===== src/rtl/rv_pkg.sv =====
// Shared RV32I decode definitions: opcode constants, instruction format enum,
// decoded-instruction record and immediate helper.
package rv_pkg;

   localparam logic [6:0] OPCODE_LOAD     = 7'b0000011;
   localparam logic [6:0] OPCODE_MISC_MEM = 7'b0001111;
   localparam logic [6:0] OPCODE_ALI      = 7'b0010011;
   localparam logic [6:0] OPCODE_AUIPC    = 7'b0010111;
   localparam logic [6:0] OPCODE_STORE    = 7'b0100011;
   localparam logic [6:0] OPCODE_ALR      = 7'b0110011;
   localparam logic [6:0] OPCODE_LUI      = 7'b0110111;
   localparam logic [6:0] OPCODE_BRANCH   = 7'b1100011;
   localparam logic [6:0] OPCODE_JALR     = 7'b1100111;
   localparam logic [6:0] OPCODE_JAL      = 7'b1101111;
   localparam logic [6:0] OPCODE_SYSTEM   = 7'b1110011;

   typedef enum logic [2:0] {
      TYPE_UNKNOWN = 3'd0,
      TYPE_R       = 3'd1,
      TYPE_I       = 3'd2,
      TYPE_S       = 3'd3,
      TYPE_B       = 3'd4,
      TYPE_U       = 3'd5,
      TYPE_J       = 3'd6
   } instr_type_e;

   typedef struct packed {
      logic [6:0]  opcode;
      logic [2:0]  func3;
      logic [6:0]  func7;
      logic [4:0]  rs1_addr;
      logic [4:0]  rs2_addr;
      logic [4:0]  rd_addr;
      logic        rs1_en;
      logic        rs2_en;
      logic        rd_we;
      logic [31:0] imm;
      instr_type_e itype;
      logic        jal;
      logic        jalr;
      logic        branch;
      logic        mem2reg;
      logic        memwrite;
      logic        alures2reg;
      logic        illegal;
   } decoded_t;

   function automatic logic [31:0] sext12(input logic [11:0] v);
      return {{20{v[11]}}, v};
   endfunction

endpackage


===== src/rtl/decode_comb.sv =====
// Purely combinational RV32I decoder: raw instruction word to decoded_t record,
// including illegal-instruction detection gated by the extension parameters.
module decode_comb
   import rv_pkg::*;
#(
   parameter bit ENABLE_M      = 1'b1,
   parameter bit ENABLE_SYSTEM = 1'b0
) (
   input  logic [31:0] instr,
   output decoded_t    dec
);

   logic [6:0]  opcode_s;
   logic [6:0]  func7_s;
   logic [2:0]  func3_s;
   logic [4:0]  rd_s;
   instr_type_e type_s;
   logic [31:0] imm_s;
   logic        alr_ok_s;
   logic        op_bad_s;
   logic        illegal_s;

   assign opcode_s = instr[6:0];
   assign func3_s  = instr[14:12];
   assign func7_s  = instr[31:25];
   assign rd_s     = instr[11:7];

   // Instruction format from the opcode
   always_comb begin
      case (opcode_s)
         OPCODE_ALR:                          type_s = TYPE_R;
         OPCODE_ALI, OPCODE_LOAD, OPCODE_JALR: type_s = TYPE_I;
         OPCODE_MISC_MEM, OPCODE_SYSTEM: begin
            if (ENABLE_SYSTEM) type_s = TYPE_I;
            else               type_s = TYPE_UNKNOWN;
         end
         OPCODE_STORE:                        type_s = TYPE_S;
         OPCODE_BRANCH:                       type_s = TYPE_B;
         OPCODE_LUI, OPCODE_AUIPC:            type_s = TYPE_U;
         OPCODE_JAL:                          type_s = TYPE_J;
         default:                             type_s = TYPE_UNKNOWN;
      endcase
   end

   // Immediate reassembly per format
   always_comb begin
      case (type_s)
         TYPE_I:  imm_s = sext12(instr[31:20]);
         TYPE_S:  imm_s = sext12({instr[31:25], instr[11:7]});
         TYPE_B:  imm_s = {{19{instr[31]}}, instr[31], instr[7], instr[30:25], instr[11:8], 1'b0};
         TYPE_U:  imm_s = {instr[31:12], 12'h000};
         TYPE_J:  imm_s = {{11{instr[31]}}, instr[31], instr[19:12], instr[20], instr[30:21], 1'b0};
         default: imm_s = 32'h0000_0000;
      endcase
   end

   assign alr_ok_s = (func7_s == 7'b0000000)
                   || ((func7_s == 7'b0100000) && ((func3_s == 3'b000) || (func3_s == 3'b101)))
                   || ((func7_s == 7'b0000001) && ENABLE_M);

   // Opcode-specific encodings that are reserved
   always_comb begin
      case (opcode_s)
         OPCODE_ALR:    op_bad_s = !alr_ok_s;
         OPCODE_ALI:    op_bad_s = ((func3_s == 3'b001) && (func7_s != 7'b0000000))
                                || ((func3_s == 3'b101) && (func7_s != 7'b0000000)
                                                        && (func7_s != 7'b0100000));
         OPCODE_JALR:   op_bad_s = (func3_s != 3'b000);
         OPCODE_BRANCH: op_bad_s = (func3_s == 3'b010) || (func3_s == 3'b011);
         OPCODE_LOAD:   op_bad_s = (func3_s == 3'b011) || (func3_s == 3'b110) || (func3_s == 3'b111);
         OPCODE_STORE:  op_bad_s = (func3_s > 3'b010);
         default:       op_bad_s = 1'b0;
      endcase
   end

   assign illegal_s = (instr[1:0] != 2'b11) || (type_s == TYPE_UNKNOWN) || op_bad_s;

   // Assemble the record; illegal words carry raw fields but no side effects
   always_comb begin
      dec            = '0;
      dec.opcode     = opcode_s;
      dec.func3      = func3_s;
      dec.func7      = func7_s;
      dec.rs1_addr   = instr[19:15];
      dec.rs2_addr   = instr[24:20];
      dec.rd_addr    = rd_s;
      dec.imm        = imm_s;
      dec.itype      = type_s;
      dec.illegal    = illegal_s;
      dec.rs1_en     = !illegal_s && (type_s inside {TYPE_R, TYPE_I, TYPE_S, TYPE_B});
      dec.rs2_en     = !illegal_s && (type_s inside {TYPE_R, TYPE_S, TYPE_B});
      dec.rd_we      = !illegal_s && (type_s inside {TYPE_R, TYPE_I, TYPE_U, TYPE_J})
                                  && (rd_s != 5'd0);
      dec.jal        = !illegal_s && (opcode_s == OPCODE_JAL);
      dec.jalr       = !illegal_s && (opcode_s == OPCODE_JALR);
      dec.branch     = !illegal_s && (opcode_s == OPCODE_BRANCH);
      dec.mem2reg    = !illegal_s && (opcode_s == OPCODE_LOAD);
      dec.memwrite   = !illegal_s && (opcode_s == OPCODE_STORE);
      dec.alures2reg = !illegal_s && (opcode_s inside {OPCODE_JAL, OPCODE_JALR, OPCODE_LUI,
                                                       OPCODE_AUIPC, OPCODE_ALI, OPCODE_ALR});
   end

endmodule


===== src/rtl/decode_stage.sv =====
// Registered decode stage: valid/ready input, one decoder, and a main output
// register backed by a skid register so throughput survives backpressure.
module decode_stage
   import rv_pkg::*;
#(
   parameter bit ENABLE_M      = 1'b1,
   parameter bit ENABLE_SYSTEM = 1'b0
) (
   input  logic        clk,
   input  logic        rst_n,
   input  logic        flush,
   input  logic        in_valid,
   output logic        in_ready,
   input  logic [31:0] in_instr,
   input  logic [31:0] in_pc,
   output logic        out_valid,
   input  logic        out_ready,
   output logic [31:0] out_pc,
   output logic [6:0]  out_opcode,
   output logic [2:0]  out_func3,
   output logic [6:0]  out_func7,
   output logic [4:0]  out_rs1_addr,
   output logic [4:0]  out_rs2_addr,
   output logic [4:0]  out_rd_addr,
   output logic        out_rs1_en,
   output logic        out_rs2_en,
   output logic        out_rd_we,
   output logic [31:0] out_imm,
   output logic [2:0]  out_type,
   output logic        out_jal,
   output logic        out_jalr,
   output logic        out_branch,
   output logic        out_mem2reg,
   output logic        out_memwrite,
   output logic        out_alures2reg,
   output logic        out_illegal
);

   decoded_t    dec_s;
   decoded_t    main_r, main_nxt_s, skid_r, skid_nxt_s;
   logic [31:0] main_pc_r, main_pc_nxt_s, skid_pc_r, skid_pc_nxt_s;
   logic        out_valid_r, out_valid_nxt_s;
   logic        skid_valid_r, skid_valid_nxt_s;
   logic        in_ready_r;
   logic        accept_s;

   decode_comb #(
      .ENABLE_M      (ENABLE_M),
      .ENABLE_SYSTEM (ENABLE_SYSTEM)
   ) u_decode_comb (
      .instr (in_instr),
      .dec   (dec_s)
   );

   assign accept_s = in_valid && in_ready_r;

   // Buffer steering: main refills from skid first, else from the decoder
   always_comb begin
      main_nxt_s       = main_r;
      main_pc_nxt_s    = main_pc_r;
      skid_nxt_s       = skid_r;
      skid_pc_nxt_s    = skid_pc_r;
      out_valid_nxt_s  = out_valid_r;
      skid_valid_nxt_s = skid_valid_r;
      if (flush) begin
         out_valid_nxt_s  = 1'b0;
         skid_valid_nxt_s = 1'b0;
      end else if (!out_valid_r || out_ready) begin
         if (skid_valid_r) begin
            main_nxt_s       = skid_r;
            main_pc_nxt_s    = skid_pc_r;
            out_valid_nxt_s  = 1'b1;
            skid_valid_nxt_s = 1'b0;
         end else if (accept_s) begin
            main_nxt_s      = dec_s;
            main_pc_nxt_s   = in_pc;
            out_valid_nxt_s = 1'b1;
         end else begin
            out_valid_nxt_s = 1'b0;
         end
      end else if (accept_s) begin
         skid_nxt_s       = dec_s;
         skid_pc_nxt_s    = in_pc;
         skid_valid_nxt_s = 1'b1;
      end else begin
         skid_valid_nxt_s = skid_valid_r;
      end
   end

   // Buffer state and handshake registers
   always_ff @(posedge clk or negedge rst_n) begin
      if (!rst_n) begin
         main_r       <= '0;
         main_pc_r    <= 32'h0000_0000;
         skid_r       <= '0;
         skid_pc_r    <= 32'h0000_0000;
         out_valid_r  <= 1'b0;
         skid_valid_r <= 1'b0;
         in_ready_r   <= 1'b1;
      end else begin
         main_r       <= main_nxt_s;
         main_pc_r    <= main_pc_nxt_s;
         skid_r       <= skid_nxt_s;
         skid_pc_r    <= skid_pc_nxt_s;
         out_valid_r  <= out_valid_nxt_s;
         skid_valid_r <= skid_valid_nxt_s;
         in_ready_r   <= !skid_valid_nxt_s;
      end
   end

   assign in_ready       = in_ready_r;
   assign out_valid      = out_valid_r;
   assign out_pc         = main_pc_r;
   assign out_opcode     = main_r.opcode;
   assign out_func3      = main_r.func3;
   assign out_func7      = main_r.func7;
   assign out_rs1_addr   = main_r.rs1_addr;
   assign out_rs2_addr   = main_r.rs2_addr;
   assign out_rd_addr    = main_r.rd_addr;
   assign out_rs1_en     = main_r.rs1_en;
   assign out_rs2_en     = main_r.rs2_en;
   assign out_rd_we      = main_r.rd_we;
   assign out_imm        = main_r.imm;
   assign out_type       = main_r.itype;
   assign out_jal        = main_r.jal;
   assign out_jalr       = main_r.jalr;
   assign out_branch     = main_r.branch;
   assign out_mem2reg    = main_r.mem2reg;
   assign out_memwrite   = main_r.memwrite;
   assign out_alures2reg = main_r.alures2reg;
   assign out_illegal    = main_r.illegal;

endmodule


===== config.mk =====
export PLATFORM = sky130hd
export DESIGN_NAME = decode_stage
export DESIGN_NICKNAME = d
export VERILOG_FILES = /design/src/rtl/rv_pkg.sv /design/src/rtl/decode_comb.sv /design/src/rtl/decode_stage.sv
export SDC_FILE = /design/constraint.sdc
export NUM_CORES = 1
export LEC_CHECK = 0
export CAP_MARGIN = 25
export CORE_ASPECT_RATIO = 2
export CORE_MARGIN = 5
export CORE_UTILIZATION = 45
export DETAILED_ROUTE_END_ITERATION = 10
export GPL_TIMING_DRIVEN = 0
export PLACE_DENSITY = 0.7
export RECOVER_POWER = 100
export SETUP_SLACK_MARGIN = 0.15
export SYNTH_ARGS = -nofsm -noshare
export SYNTH_HDL_FRONTEND = slang
export SYNTH_SLANG_ARGS = --single-unit

===== constraint.sdc =====
create_clock -name clk -period 4.4 [get_ports clk]
set_input_delay 0.88 -clock clk [delete_from_list [all_inputs] [get_ports clk]]
set_output_delay 0.88 -clock clk [all_outputs]
set_load 0.05 [all_outputs]

==> impl_metrics.csv <==
group,metric,value,unit
power,pwr-share-comb,24.8,%
outcome,violations,"max-capacitance violations, max-slew violations",
worst_setup_path,crit_fanout,10,
timing,period_minus_slack,3.427,ns
global_routing,grt_overflow_total,0,
timing,rsz0062_at_grt,"false",
routing,via_count,8462,
power,vdd_drop_max,0.0003155,V
place,dp_cells,1500,
timing,slew_headroom,-80.60,%
synthesis,async_flop_share,100.0,%
floorplan,die_h,219.1,um
synthesis,synth_area,9842,um^2
layout,final_layout_size_suffix_gt1_share,4.758,%
synthesis,ys_warn_count,0,
layout,area_delta_synth_final,28.01,%
worst_setup_path,crit_path_cell_trace,"dlygate4sd3_1 -> nor3_1 -> clkbuf_1 -> clkbuf_1 -> nor2_1 -> a21oi_1",
job,max_cap_viol_count,1,
routing,drc,0,
synthesis,synth.largest_area_cell,"dfrtp_1",
worst_setup_path,critPathLaunchType,"input pin",
worst_setup_path,crit_family,"buffers and inverters",
routing,viasPerCell,5.516,
power,p_leak,5.344,nW
worst_setup_path,r2r-start,"in_ready",
worst_setup_path,path_buf_inv,3,
min_path,min_from,"skid_pc_r[2]",
routing,wl,30.45,mm
worst_setup_path,critPathMostFrequentCell,"clkbuf_1",
power,sw_frac_of_total,33.35,%
global_routing,antenna_found_initial,0,
routing,first_pass_iters,5,
power,internal_power,3.763,mW
cts,cts_tree,"built",
global_routing,grt_pass1_vias,8745,
synthesis,syn-num-nets,1119,
synthesis,synth.most_common_cell,"nand2_1",
synthesis,synth_top_area_share,55.94,%
synthesis,synthCells,1050,
cts,cts-resized-gates,0,
layout,nNetsFinal,1318,
layout,final_cell_area,12600,um^2
cts,cts.sinks,221,
timing,fin_skew,0.01643,ns
worst_setup_path,setup.worst_path.end_class,"flip-flop",
power,total_power,5.646,mW
floorplan,io_pins,180,
routing,ant_nets,0,
floorplan,core_area,21590,um^2
cts,clk_pin_slew_worst_paths,0.06,ns
layout,instances_no_fill,1534,
synthesis,synth_ff_type,"dfrtp_1",
worst_setup_path,crit_start,"flush",
synthesis,synth_cell_types,59,
synthesis,synth.area.top_cells,"dfrtp_1 56%, nand2_1 11%, mux2i_1 6.5%",
power,seqPwrFrac,44.2,%
synthesis,synthTopCellsByCount,"286 x nand2_1, 220 x dfrtp_1, 90 x a21oi_1, 90 x nor2_1, 64 x mux2i_1",
power,switchingPower,1.883,mW
worst_setup_path,worst-setup-path-type,"in2reg",
layout,num-fill-cells,1899,
place,place_congestion,0.9425,
timing,maxSlewViolCount,107,
floorplan,die_w,114.6,um
global_routing,grt_pass1_wl,47.62,mm
synthesis,synth.yosys.seq_area_share,56.20,%
global_routing,grt_max_degree,116,
floorplan,dieArea,25110,um^2
synthesis,syn_avg_cell_area,9.373,um^2
cts,postCtsHoldBufs,0,
routing,drt_first_iter_violations,707,
worst_setup_path,crit_arrival,3.84,ns
cts,clockRootBuffer,"clkbuf_16",
power,pwr-share-clk,30.9,%
power,powerDensity,448.1,nW/um^2
cts,cts_buffer_depth,3,
routing,wl_per_cell,19.85,um
cts,htree_levels,1,
place,dp_hpwl,22.49,mm
timing,setup_tns,0,ns
min_path,min_path_type,"reg2reg",
floorplan,start_util,45.59,%
timing,worst_pin_slew,2.709,ns
floorplan,rows,76,
worst_setup_path,required,4.82,ns
layout,diodes,0,
timing,max_freq,291.8,MHz
cts,insertion_delay,0.51,ns
timing,finalHoldViolCount,0,
synthesis,synth-edff-count,0,
cts,cts_buffers,20,
cts,cts_setup_buffers,0,
synthesis,synth_seq_cells,221,
timing,setup_viol,0,
outcome,status,"finished with violations",
place,place_area,11980,um^2
timing,finalCritPeriodShare,77.89,%
place,port_buffers,176,
worst_setup_path,slowest_delay,0.76,ns
worst_setup_path,crit_slowest_cell,"clkbuf_1",
global_routing,grt_use_total,24.30,%
## kinds of logic (layout without fill, tap and decap cells)
family                    Yosys count  in the layout  share of synthesized area, %
muxes                              67             67                         6.852
and+or+nand+nor                   438            438                         18.87
AOI/OAI and AO/OA                 239            239                         14.42
buffers and inverters              84            295                         3.572
xor gates and xnor gates            1              1                       0.08901
DFF                               221            221                         56.20
## area by class of cell
type                            count  area (um^2)  area share [%]
Clock buffer                       30        599.3           4.757
Timing Repair Buffer              177         1784           14.16
Buffer                             78        320.3           2.542
Inverter                            6        22.52          0.1788
Multi-Input combinational cell    745         3954           31.38
Clock inverter                      4        45.04          0.3575
Tap cell                          273        341.6           2.711
Sequential cell                   221         5532           43.91
## power groups by stage
stage | clock (mW) | combinational (mW) | sequential (mW)
6_report | 1.75 | 1.40 | 2.50
5_1_grt | 1.86 | 1.50 | 2.53
4_1_cts | 1.78 | 1.47 | 2.50
3_5_place_dp | 0 | 1.46 | 2.54
3_3_place_gp | 0 | 1.44 | 2.53
2_1_floorplan | 0 | 0.377 | 3.03
## path summary, 6_finish.rpt
path / cells past startpoint / to / slack (ns)
worst max-delay path: 6 / out_opcode[3] / 0.97
worst min-delay path: 2 / skid_pc_r[2] / 0.48
worst max register to register: 6 / out_opcode[3] / 1.48
worst min register to register: 2 / skid_pc_r[2] / 0.48
max in group asynchronous: 1 / skid_pc_r[21] / 1.58
min in group asynchronous: 1 / out_rs1_addr[3] / 1.23
## tightest hold or removal path, stage by stage (launching register included)
cell and delay, ns:
dfrtp_1 0.34, nand2_1 0.05, nand2_1 0.05
## routing by layer
metal	share of wire, %	track usage, %	routed length (um)
met5	0	0	0
met1	36	27.15	11030
met2	52	43.50	15940
met3	5.2	2.925	1570
met4	6.3	14.23	1918
## per-stage QoR
| stage | worst slack (ns) | hold WS [ns] | utilization [%] |
|---|---|---|---|
| after global routing | 0.7420 | 0.4888 | 58.36 |
| after CTS | 1.278 | 0.4669 | 58.47 |
| after floorplan | 2.048 | 0.4436 | - |
| after global placement | -6.864 | 0.4528 | 55.34 |
| after detailed placement | 0.7737 | 0.4622 | 55.49 |
| final | 0.9729 | 0.4757 | 58.36 |
## flip-flops by register name, summed over array words and instances (netlist names), 3 cells and up
| register | count |
|---|---|
| skid_r | 77 |
| out_imm | 32 |
| out_pc | 32 |
| skid_pc_r | 32 |
| out_func7 | 7 |
| out_opcode | 7 |
| out_rd_addr | 5 |
| out_rs1_addr | 5 |
| out_rs2_addr | 5 |
| out_func3 | 3 |
| out_type | 3 |
## cell usage in the layout, fill, tap and decap left out, types with 6 or more instances in the layout
cell type        netlist  routed
nand2_1              286     286
dfrtp_1              220     220
dlygate4sd3_1          0     115
a21oi_1               90      90
nor2_1                90      90
clkbuf_1              55      68
o21ai_0               59      67
mux2i_1               64      64
clkdlybuf4s50_1        0      60
clkbuf_16              0      21
a22oi_1               15      15
o211ai_1              12      12
o22ai_1               12      12
o21ai_1               20      12
and2_0                 1      10
buf_2                 14       7
and2_1                16       7
nand3_1                7       7
inv_1                  6       6
o21a_1                 6       6
Note: power is estimated with default switching activity, not from simulation.
